===== src/rtl/board_input_conditioner.sv =====
// Board input conditioner: synchronizes and debounces the 5 push buttons, with press pulses.
// Define BOARD_INPUT_SW_DEBOUNCE_EN to debounce the 16 slide switches too; otherwise they are only synchronized.

module board_input_sync #(
  parameter int W = 1
) (
  input  logic         clk,
  input  logic         rst_n,
  input  logic [W-1:0] din,
  output logic [W-1:0] dout
);
  logic [1:0][W-1:0] sync_pipe;

  always_ff @(posedge clk or negedge rst_n) begin
    if (!rst_n) sync_pipe <= '0;
    else        sync_pipe <= {sync_pipe[0], din};
  end

  assign dout = sync_pipe[1];
endmodule

module board_input_debounce_lane #(
  parameter int DEBOUNCE_CYCLES = 1000000,
  parameter int CNT_W           = $clog2(DEBOUNCE_CYCLES)
) (
  input  logic clk,
  input  logic rst_n,
  input  logic din,
  output logic level,
  output logic rise
);
  typedef enum logic {IDLE, CHECK} state_t;

  localparam logic [CNT_W-1:0] CNT_TERM = CNT_W'(DEBOUNCE_CYCLES - 1);

  state_t           state, state_nxt;
  logic [CNT_W-1:0] cnt, cnt_nxt;
  logic             synced, stable, stable_nxt, rise_nxt, diff;

  board_input_sync #(.W(1)) u_sync (
    .clk  (clk),
    .rst_n(rst_n),
    .din  (din),
    .dout (synced)
  );

  always_ff @(posedge clk or negedge rst_n) begin
    if (!rst_n) begin
      state  <= IDLE;
      cnt    <= '0;
      stable <= 1'b0;
      rise   <= 1'b0;
    end else begin
      state  <= state_nxt;
      cnt    <= cnt_nxt;
      stable <= stable_nxt;
      rise   <= rise_nxt;
    end
  end

  // The first differing cycle already counts, so an unbroken change commits
  // DEBOUNCE_CYCLES edges after it leaves the synchronizer.
  always_comb begin
    state_nxt  = state;
    cnt_nxt    = '0;
    stable_nxt = stable;
    rise_nxt   = 1'b0;
    diff       = synced ^ stable;
    case (state)
      IDLE: begin
        if (diff) begin
          cnt_nxt   = CNT_W'(1);
          state_nxt = CHECK;
        end
      end
      CHECK: begin
        if (!diff) begin
          state_nxt = IDLE;
        end else if (cnt == CNT_TERM) begin
          stable_nxt = synced;
          rise_nxt   = synced;
          state_nxt  = IDLE;
        end else begin
          cnt_nxt = cnt + CNT_W'(1);
        end
      end
      default: state_nxt = IDLE;
    endcase
  end

  assign level = stable;
endmodule

module board_input_conditioner #(
  parameter int DEBOUNCE_CYCLES = 1000000,
  parameter int CNT_W           = $clog2(DEBOUNCE_CYCLES)
) (
  input  logic        clk,
  input  logic        rst_n,
  input  logic [4:0]  btn_in,
  input  logic [15:0] sw_in,
  output logic [4:0]  btn_level,
  output logic [4:0]  btn_press,
  output logic [15:0] sw_out
);
  localparam int NUM_BTN = 5;
  localparam int NUM_SW  = 16;

  genvar i;
  generate
    for (i = 0; i < NUM_BTN; i++) begin : g_btn
      board_input_debounce_lane #(
        .DEBOUNCE_CYCLES(DEBOUNCE_CYCLES),
        .CNT_W          (CNT_W)
      ) u_lane (
        .clk  (clk),
        .rst_n(rst_n),
        .din  (btn_in[i]),
        .level(btn_level[i]),
        .rise (btn_press[i])
      );
    end
  endgenerate

`ifdef BOARD_INPUT_SW_DEBOUNCE_EN
  // Switches have no consumer for edge pulses.
  logic [NUM_SW-1:0] sw_rise_unused;

  generate
    for (i = 0; i < NUM_SW; i++) begin : g_sw
      board_input_debounce_lane #(
        .DEBOUNCE_CYCLES(DEBOUNCE_CYCLES),
        .CNT_W          (CNT_W)
      ) u_lane (
        .clk  (clk),
        .rst_n(rst_n),
        .din  (sw_in[i]),
        .level(sw_out[i]),
        .rise (sw_rise_unused[i])
      );
    end
  endgenerate
`else
  board_input_sync #(.W(NUM_SW)) u_sw_sync (
    .clk  (clk),
    .rst_n(rst_n),
    .din  (sw_in),
    .dout (sw_out)
  );
`endif
endmodule


===== config.mk =====
export PLATFORM = sky130hd
export DESIGN_NAME = board_input_conditioner
export DESIGN_NICKNAME = d
export VERILOG_FILES = /design/src/rtl/board_input_conditioner.sv
export SDC_FILE = /design/constraint.sdc
export NUM_CORES = 1
export LEC_CHECK = 0
export ABC_AREA = 1
export CAP_MARGIN = 20
export CORE_MARGIN = 3
export CORE_UTILIZATION = 45
export DETAILED_ROUTE_END_ITERATION = 7
export PLACE_DENSITY_LB_ADDON = 0.12
export SLEW_MARGIN = 20
export SYNTH_ARGS = -nofsm -noshare
export SYNTH_HDL_FRONTEND = slang
export SYNTH_SLANG_ARGS = --single-unit

===== constraint.sdc =====
create_clock -name clk -period 1.7 [get_ports clk]
set_input_delay 0.17 -clock clk [delete_from_list [all_inputs] [get_ports clk]]
set_output_delay 0.17 -clock clk [all_outputs]
set_load 0.02 [all_outputs]

==> results.yml, run 1 <==
worst_setup_path:
  crit_path_start_kind: "flip-flop"
  crit_arrival_ns: 1.44
  cp_top_family: "buffers and inverters"
  end_kind: "output port"
  cp_max_fo: 3
  reg2reg_depth: 8
  reg2reg_to: "g_btn[2].u_lane.cnt[14]$_DFF_PN0_"
  worstPathRequired_ns: 1.53
  r2r_start: "g_btn[2].u_lane.cnt[0]$_DFF_PN0_"
  slowest_stage: "clkdlybuf4s50_1"
  path_cells: "clkdlybuf4s50_1"
  path_class: "flip-flop to output port"
  r2r_slack_ns: 0.17
  worst-path-buf-inv: 1
  crit_start: "g_btn[1].u_lane.level$_DFFE_PN0P_"
  cpPeakStageDelay_ns: 0.63
hold_path:
  hp-start: "btn_in[0]"
  min_path_cells: 1
  hold-path-endpoint: "g_btn[0].u_lane.u_sync.sync_pipe[0]$_DFF_PN0_"
  hold_path.class: "primary input to flip-flop"
power:
  max-vdd-ir-drop_uv: 700
  power_per_cell_area_nw_per_um2: 898
  power.total_mw: 7.86
  p_leak_nw: 3.77
logic_synthesis:
  mappedNetlistNets: 934
  yosys_warnings: 0
  netlist_area_um2: 7500
  yosysUniqueCellTypes: 29
  synth_seq_cells: 157
  synthCells: 906
  synth_area_per_cell_um2: 8.28
  seq_area_frac_synth: 0.524
cts:
  cts_made_buffers: 17
  cts_buffer_depth: 2
  cts-root-buf: "clkbuf_16"
  cts.sinks: 157
  clk_pin_slew_ns: 0.07
  tritoncts: "yes"
  clkLatencyLatePin_ns: 0.42
  htree_levels: 4
timing:
  whs_ns: 0.178
  slew_headroom: 0.740
  fin_tns_setup_ns: 0
  finalHoldViolations: 0
  layout_setup_ws_ns: 0.0919
  clock_skew_ns: 0.00691
  fin_crit_sh: 0.946
  slew_viol_final: 0
  worst_slew_pin_slew_ns: 0.387
  max_freq_mhz: 622
  setup_viol: 0
  period_needed_ns: 1.61
  rsz0062_at_grt: "true"
die:
  rows: 46
  fp.dieW_um: 135
  floorplan.initialDensity: 0.466
  core_area_um2: 16100
  io_pins: 49
  fp.dieH_um: 135
  die-area_um2: 18300
run:
  maxCapViolCount: 0
cells_and_area:
  areaGrowthSynthToFinish_pct: 16.7
  final_nets: 983
  antenna_cells: 0
  drive_gt1_frac: 0.0950
detailed_routing:
  ant_nets: 0
  drc_errors: 0
  num_vias: 5449
  drtIter0Drc: 287
  vias_per_cell: 4.60
  wl_um: 13800
  post_drt_wl_per_cell_um: 11.7
  first_pass_iters: 5
placement:
  dp_hpwl_um: 10000
  dp_slack_ns: 0.0910
  io_buffers: 48
  routabilityCongestion: 0.853
global_route:
  track_usage: 0.165
  antenna_found_initial: 0
  grt_max_degree: 55
  grt_pass1_wl_um: 24300
  grt_pass1_vias: 5095
  grt_overflow_total: 0
run_status:
  outcome: "finished clean"
[final cells by class]
| class | instances | area, um2 |
|---|---|---|
| sequential | 157 | 3930 |
| tap | 216 | 270 |
| inverter | 110 | 413 |
| clock buffer | 17 | 425 |
| fill | 1535 | 7360 |
| clock inverter | 15 | 128 |
| timing repair buffer | 62 | 627 |
| multi-input combinational | 607 | 2970 |
[layout by cell type (no fill, tap or decap), drive strengths merged]
cell type        n
o21bai           2
nand4           14
xor2            34
nand3           54
or2              2
buf             14
dfrtp          157
nor2           222
nor3            32
inv            118
nand2          201
dlygate4sd3      1
a31oi            2
clkinv           3
nand3b           1
nor3b            1
xnor2            9
clkdlybuf4s50   47
clkinvlp         4
ha               5
a21oi            9
o21ai           19
clkbuf          17
[power breakdown]
group | leakage, nW | switching [mW] | total [mW] | internal [mW]
registers | 2.08 | 0.0478 | 3.88 | 3.83
clock network | 0.262 | 1.63 | 3.55 | 1.91
logic | 1.44 | 0.264 | 0.434 | 0.170
total | 3.77 | 1.94 | 7.86 | 5.92
[synth_stat cells, drive strengths merged]
library cell    n  share of area
buf            33          0.034
o21ai          19          0.013
nand3          54          0.040
inv           110          0.055
a31oi           2         0.0017
nor2          222           0.12
or2             2         0.0017
nor3b           1         0.0010
dfrtp         157           0.52
nor3           32          0.027
a21oi           9         0.0060
o21bai          2         0.0020
nand3b          1         0.0010
nand2         200           0.11
xor2           34          0.040
xnor2           9          0.011
ha              5         0.0083
nand4          14          0.012
[metrics by stage]
stage / utilization / cells / instance area [um2]
3_5_place_dp: 0.503 / 1149 / 8110
3_3_place_gp: 0.503 / 1149 / 8110
6_report: 0.544 / 1184 / 8760
2_1_floorplan: - / 906 / 7500
4_1_cts: 0.538 / 1182 / 8680
5_1_grt: 0.544 / 1184 / 8760
[logic make-up after synthesis]
logic type / after synthesis / synth area share
AOI/OAI and AO/OA: 32 / 0.0223
xor gates and xnor gates: 43 / 0.0502
adders and majority gates: 5 / 0.00834
buffers and inverters: 143 / 0.0894
DFF: 157 / 0.524
and+or+nand+nor: 526 / 0.306
[sequential cells by signal, indices dropped and copies added, names as in the netlist]
name and cells:
u_sw_sync.dout 16, g_btn.u_lane.state 5, g_btn.u_lane.u_sync.sync_pipe 5, g_btn.u_lane.rise 5, g_btn.u_lane.level 5, g_btn.u_lane.u_sync.dout 5, u_sw_sync.sync_pipe 16, g_btn.u_lane.cnt 100
[timing repair]
item / CTS / global route
hold buffers: 1 / 0
endpoints found under the setup margin: 0 / 19
gates resized for setup: 0 / 8
setup buffers: 0 / 1
hold endpoints to repair: 57 / 0
[how the worst max path moves through the flow]
stage	to	slack, ns	cells after the start
2_1_floorplan	g_btn[4].u_lane.state$_DFF_PN0_	0.31	9
3_3_place_gp	g_btn[3].u_lane.cnt[16]$_DFF_PN0_	0.18	8
3_5_place_dp	g_btn[3].u_lane.cnt[17]$_DFF_PN0_	0.09	8
4_1_cts	btn_level[1]	0.06	1
5_1_grt	g_btn[2].u_lane.level$_DFFE_PN0P_	-0.007	6
6_report	btn_level[1]	0.09	1
[metal layers]
layer / up-vias / share of wire / routed length, um / GRT usage
met5: - / 0 / 0 / 0
met3: 8 / 0.029 / 396 / 0.0383
met2: 73 / 0.45 / 6250 / 0.240
met1: 2495 / 0.51 / 7030 / 0.243
met4: 0 / 0.0090 / 124 / 0.0560
li1: 2873 / - / - / -
(Power assumes the default switching activity.)
==> inputs of run 2 (changes only) <==
Clock period 1.7 ns to 1.4 ns, I/O delays scaled along.
==> run 2 against run 1 <==
Effect of this change: the run now ends with setup timing left; core utilization rose by 7.6 points; register-to-register slack got worse by 0.25 ns; flip-flop and latch count did not move; combinational power rose by 74%; cell area rose by 14%; via count rose by 9.5%; critical path depth rose by 8; worst setup slack got worse by 0.17 ns; clock skew rose by 0.0016 ns; sequential power rose by 22%; largest cell class unchanged; largest power group is now clock.
==> results.yml, run 2 (synthesis gave the netlist of run 1 again) <==
timing:
  slew_headroom: 0.758
  worst_slew_pin_slew_ns: 0.362
  period_needed_ns: 1.48
  slew_viol_final: 0
  fin_crit_sh: 1.06
  rsz0062_at_grt: "true"
  fin_tns_setup_ns: -2.90
  max_freq_mhz: 674
  clock_skew_ns: 0.00851
  finalHoldViolations: 0
  layout_setup_ws_ns: -0.0828
  setup_viol: 79
run_status:
  outcome: "finished, violations left"
  violations: "setup timing"
power:
  p_leak_nw: 4.42
  power.total_mw: 10.4
  power_per_cell_area_nw_per_um2: 1050
  max-vdd-ir-drop_uv: 874
worst_setup_path:
  cpPeakStageDelay_ns: 0.40
  path_common_cell: "nor2_4"
  end_kind: "flip-flop"
  cp_max_fo: 6
  worstPathRequired_ns: 1.71
  path_cells: "ha_4 > nand2_4 > nor2_4 > nand2_2 > nor2_4 > nand3_4 > buf_12 > nand2_8 > o21ai_2"
  slowest_stage: "dfrtp_1"
  crit_path_start_kind: "flip-flop"
  path_class: "flip-flop to flip-flop"
  crit_arrival_ns: 1.79
die:
  fp.dieW_um: 135
  fp.dieH_um: 135
  core_area_um2: 16100
  die-area_um2: 18300
  io_pins: 49
  rows: 46
  floorplan.initialDensity: 0.466
cells_and_area:
  regArea_um2: 3930
  drive_gt1_frac: 0.260
  final_nets: 1060
  areaGrowthSynthToFinish_pct: 33.0
  multi_input_area_um2: 3480
  antenna_cells: 0
  top_register: "g_btn.u_lane.cnt"
  final_cell_mix: "nand2_1 (164), nor2_1 (164), dfrtp_1 (156)"
  num-fill-cells: 1367
  largest_register_ffs: 100
placement:
  routabilityCongestion: 0.854
  io_buffers: 48
  dp_hpwl_um: 10600
  dp_slack_ns: -0.116
global_route:
  grt_max_degree: 45
  antenna_found_initial: 0
  grt_pass1_vias: 5988
  grt_overflow_total: 0
  track_usage: 0.184
  grt_pass1_wl_um: 27400
detailed_routing:
  vias_per_cell: 4.73
  drtIter0Drc: 346
  ant_nets: 0
  wl_um: 15800
  num_vias: 5967
  post_drt_wl_per_cell_um: 12.5
  first_pass_iters: 5
  drc_errors: 0
run:
  maxCapViolCount: 0
cts:
  cts-root-buf: "clkbuf_16"
  cts.sinks: 157
  clk_pin_slew_ns: 0.07
  cts_buffer_depth: 2
  tritoncts: "yes"
  cts_made_buffers: 17
  htree_levels: 4
  clkLatencyLatePin_ns: 0.42
hold_path:
  hold_path.class: "primary input to flip-flop"
[run 2: metrics by stage]
step	cells	utilization	cell area (um2)	hold slack (ns)
2_1_floorplan	906	-	7500	-0.156
3_3_place_gp	1205	0.531	8560	0.0634
3_5_place_dp	1205	0.531	8560	0.0657
4_1_cts	1254	0.589	9490	0.129
5_1_grt	1261	0.619	9980	0.133
6_report	1261	0.619	9980	0.146
[run 2: worst max-delay path: cells and delay by family (launching register included)]
family / cells / cell delay (ns)
AOI/OAI and AO/OA: 1 / 0.06
DFF: 1 / 0.40
and+or+nand+nor: 6 / 0.54
buffers and inverters: 1 / 0.18
adders and majority gates: 1 / 0.17
[run 2: where the power goes]
group / internal (mW) / switching, mW / leakage, nW
clock: 3.02 / 1.95 / 0.308
sequential: 4.66 / 0.0636 / 2.07
combinational: 0.321 / 0.434 / 2.04
total: 8.00 / 2.44 / 4.42
[run 2: path summary, 6_finish.rpt]
check                                                 start  slack, ns  depth (start not counted)                                 to
setup reg to reg           g_btn[4].u_lane.cnt[1]$_DFF_PN0_      -0.08                          9   g_btn[4].u_lane.cnt[0]$_DFF_PN0_
min in group asynchronous                             rst_n       0.18                          2   g_btn[1].u_lane.cnt[9]$_DFF_PN0_
setup / recovery           g_btn[4].u_lane.cnt[1]$_DFF_PN0_      -0.08                          9   g_btn[4].u_lane.cnt[0]$_DFF_PN0_
hold / removal                                     sw_in[1]       0.15                          1   u_sw_sync.sync_pipe[1]$_DFF_PN0_
hold reg to reg            u_sw_sync.sync_pipe[7]$_DFF_PN0_       0.35                          0        u_sw_sync.dout[7]$_DFF_PN0_
max in group asynchronous                             rst_n       0.65                          3  g_btn[4].u_lane.cnt[15]$_DFF_PN0_
[run 2: layer usage]
| layer | part of all wire | global-route usage | vias up |
|---|---|---|---|
| li1 | - | - | 3042 |
| met1 | 0.47 | 0.244 | 2845 |
| met2 | 0.50 | 0.306 | 71 |
| met3 | 0.026 | 0.0423 | 9 |
| met4 | 0.0089 | 0.0538 | 0 |
| met5 | 0 | 0 | - |
[run 2: layout make-up]
class | instances | share of cell area
clock buffers | 17 | 0.0426
well taps | 216 | 0.0271
multi-input cells | 611 | 0.349
flip-flops and latches | 157 | 0.394
clock inverters | 15 | 0.0212
repair buffers | 135 | 0.123
inverters | 110 | 0.0434
[run 2: repair_timing]
item                                    4_1_cts  5_1_grt
setup buffers                                11        8
hold endpoints to repair                    121        0
gates cloned                                  5        0
hold buffers                                  1        0
pin swaps                                    19       33
gates resized for setup                      67      128
endpoints found under the setup margin      118      105
==> inputs of run 3 (changes only) <==
Settings changed: CORE_UTILIZATION 45 to 54, SLEW_MARGIN 20 to not set.
==> run 3 against run 2 <==
Effect of this change: the flow still finishes with violations (setup timing); flip-flop and latch count unchanged; final cell count is 3.4% lower; via count increased by 4.7%; first-iteration DRC count increased by 58%; worst hold slack worse by 0.00051 ns; non-clock buffer count down 2; clock power fell by 11%; critical endpoint is now g_btn[1].u_lane.level$_DFFE_PN0P_; largest power group is now sequential cells.
==> results.yml, run 3 (synthesis gave the netlist of run 1 again) <==
cells_and_area:
  final_common_cell: "nand2_1"
  drive_gt1_frac: 0.269
  areaGrowthSynthToFinish_pct: 33.1
  antenna_cells: 0
  largest_register_ffs: 100
  top_register: "g_btn.u_lane.cnt"
  final_nets: 1057
  final_cell_mix: "nand2_1 (161), nor2_1 (160), dfrtp_1 (156)"
  num-fill-cells: 923
placement:
  io_buffers: 48
  dp_hpwl_um: 10900
  routabilityCongestion: 0.891
cts:
  cts_made_buffers: 17
  htree_levels: 4
  clkLatencyLatePin_ns: 0.43
  cts_buffer_depth: 2
  clk_pin_slew_ns: 0.06
  cts-root-buf: "clkbuf_16"
  tritoncts: "yes"
  cts.sinks: 157
hold_path:
  hold-path-endpoint: "u_sw_sync.sync_pipe[4]$_DFF_PN0_"
  hp-start: "sw_in[4]"
  min_path_cells: 1
  hold_path.class: "primary input to flip-flop"
global_route:
  grtUsageMet1: 0.268
  grt_max_degree: 46
  grt_pass1_vias: 6103
  track_usage: 0.225
  grt_pass1_wl_um: 27300
  busiest_layer: "met2"
  grt_overflow_total: 0
  antenna_found_initial: 0
  grt.met2_usage: 0.389
  use_met3: 0.0459
worst_setup_path:
  reg2reg_to: "g_btn[1].u_lane.level$_DFFE_PN0P_"
  worstPathRequired_ns: 1.76
  reg2reg_depth: 8
  end_kind: "flip-flop"
  path_class: "flip-flop to flip-flop"
  crit_arrival_ns: 1.90
  r2r_start: "g_btn[1].u_lane.cnt[0]$_DFF_PN0_"
  r2r_slack_ns: -0.14
  crit_path_start_kind: "flip-flop"
  cp_max_fo: 3
power:
  pwr-share-seq: 0.474
  switching_share: 0.231
  max-vdd-ir-drop_uv: 819
  clock_power_share: 0.445
  p_int_mw: 7.66
  p_leak_nw: 4.37
  p_switching_mw: 2.31
  combPwrFrac: 0.081
  power_per_cell_area_nw_per_um2: 998
timing:
  clock_skew_ns: 0.00561
  rsz0062_at_grt: "true"
  whs_ns: 0.146
  period_needed_ns: 1.54
  fin_tns_setup_ns: -3.56
  slew_headroom: 0.725
  layout_setup_ws_ns: -0.137
  slew_viol_final: 0
  setup_viol: 60
  worst_slew_pin_slew_ns: 0.409
  max_freq_mhz: 651
  finalHoldViolations: 0
  fin_crit_sh: 1.10
run:
  maxCapViolCount: 0
die:
  die-area_um2: 15300
  core_area_um2: 13400
  fp.dieW_um: 124
  rows: 42
  floorplan.initialDensity: 0.560
  io_pins: 49
  fp.dieH_um: 124
detailed_routing:
  post_drt_wl_per_cell_um: 14.1
  wl_um: 17200
  drc_errors: 0
  vias_per_cell: 5.13
  num_vias: 6247
  drtIter0Drc: 548
  first_pass_iters: 5
  ant_nets: 0
run_status:
  violations: "setup timing"
  outcome: "finished, violations left"
==> run 3: critical path, stage by stage (launching register included) <==
cell and delay, ns:
dfrtp_1 0.39, ha_2 0.20, nand2_2 0.08, nor3_4 0.26
nand3_2 0.15, buf_6 0.16, nor2_2 0.08, nand2_1 0.08
nand2_1 0.07
==> run 3: through the flow <==
step / utilization / power [mW] / instance area, um2 / setup WS, ns / std cells
after CTS: 0.691 / 9.88 / 9260 / -0.0818 / 1205
after global routing: 0.745 / 10.4 / 9990 / -0.235 / 1218
after global placement: 0.631 / 5.37 / 8450 / -0.0447 / 1156
final: 0.745 / 9.97 / 9990 / -0.137 / 1218
after floorplan: - / 5.07 / 7500 / 0.00881 / 906
after detailed placement: 0.631 / 5.40 / 8450 / -0.103 / 1156
==> run 3: power groups by stage <==
stage                     Sequential (mW)  Clock (mW)  Combinational [mW]
after global routing                 4.74        4.74               0.889
after CTS                            4.72        4.50               0.664
final                                4.72        4.43               0.808
after detailed placement             4.80           0               0.603
after floorplan                      4.79           0               0.284
after global placement               4.79           0               0.584
==> run 3: area by class of cell <==
class	count	area, um2	area share
flip-flops and latches	157	3930	0.393
multi-input cells	610	3600	0.360
repair buffers	133	1240	0.124
clock buffers	21	450	0.0451
inverters	110	432	0.0432
well taps	176	220	0.0220
clock inverters	11	119	0.0119
==> run 3: metal layers <==
layer / vias to the layer above / routed length, um
li1: 3030 / -
met1: 2984 / 7020
met2: 176 / 9030
met3: 57 / 637
met4: 0 / 533
met5: - / 0
==> run 3: repair_timing <==
item / in CTS / in global routing
setup buffers: 13 / 13
setup endpoints to repair: 113 / 108
pin swaps: 18 / 36
gates cloned: 3 / 1
hold endpoints to repair: 157 / 0
hold buffers: 1 / 0
gates resized for setup: 61 / 162
==> run 3: worst max path at each step <==
| stage | end | slack (ns) | startpoint | cells after the start |
|---|---|---|---|---|
| final | g_btn[1].u_lane.level$_DFFE_PN0P_ | -0.14 | g_btn[1].u_lane.cnt[0]$_DFF_PN0_ | 8 |
| after global routing | g_btn[1].u_lane.level$_DFFE_PN0P_ | -0.23 | g_btn[1].u_lane.cnt[0]$_DFF_PN0_ | 8 |
| after CTS | g_btn[4].u_lane.level$_DFFE_PN0P_ | -0.08 | g_btn[4].u_lane.cnt[1]$_DFF_PN0_ | 10 |
| after detailed placement | g_btn[4].u_lane.cnt[0]$_DFF_PN0_ | -0.10 | g_btn[4].u_lane.cnt[0]$_DFF_PN0_ | 8 |
| after global placement | g_btn[3].u_lane.cnt[13]$_DFF_PN0_ | -0.04 | g_btn[3].u_lane.cnt[0]$_DFF_PN0_ | 8 |
| after floorplan | g_btn[4].u_lane.state$_DFF_PN0_ | 0.009 | g_btn[4].u_lane.cnt[0]$_DFF_PN0_ | 9 |
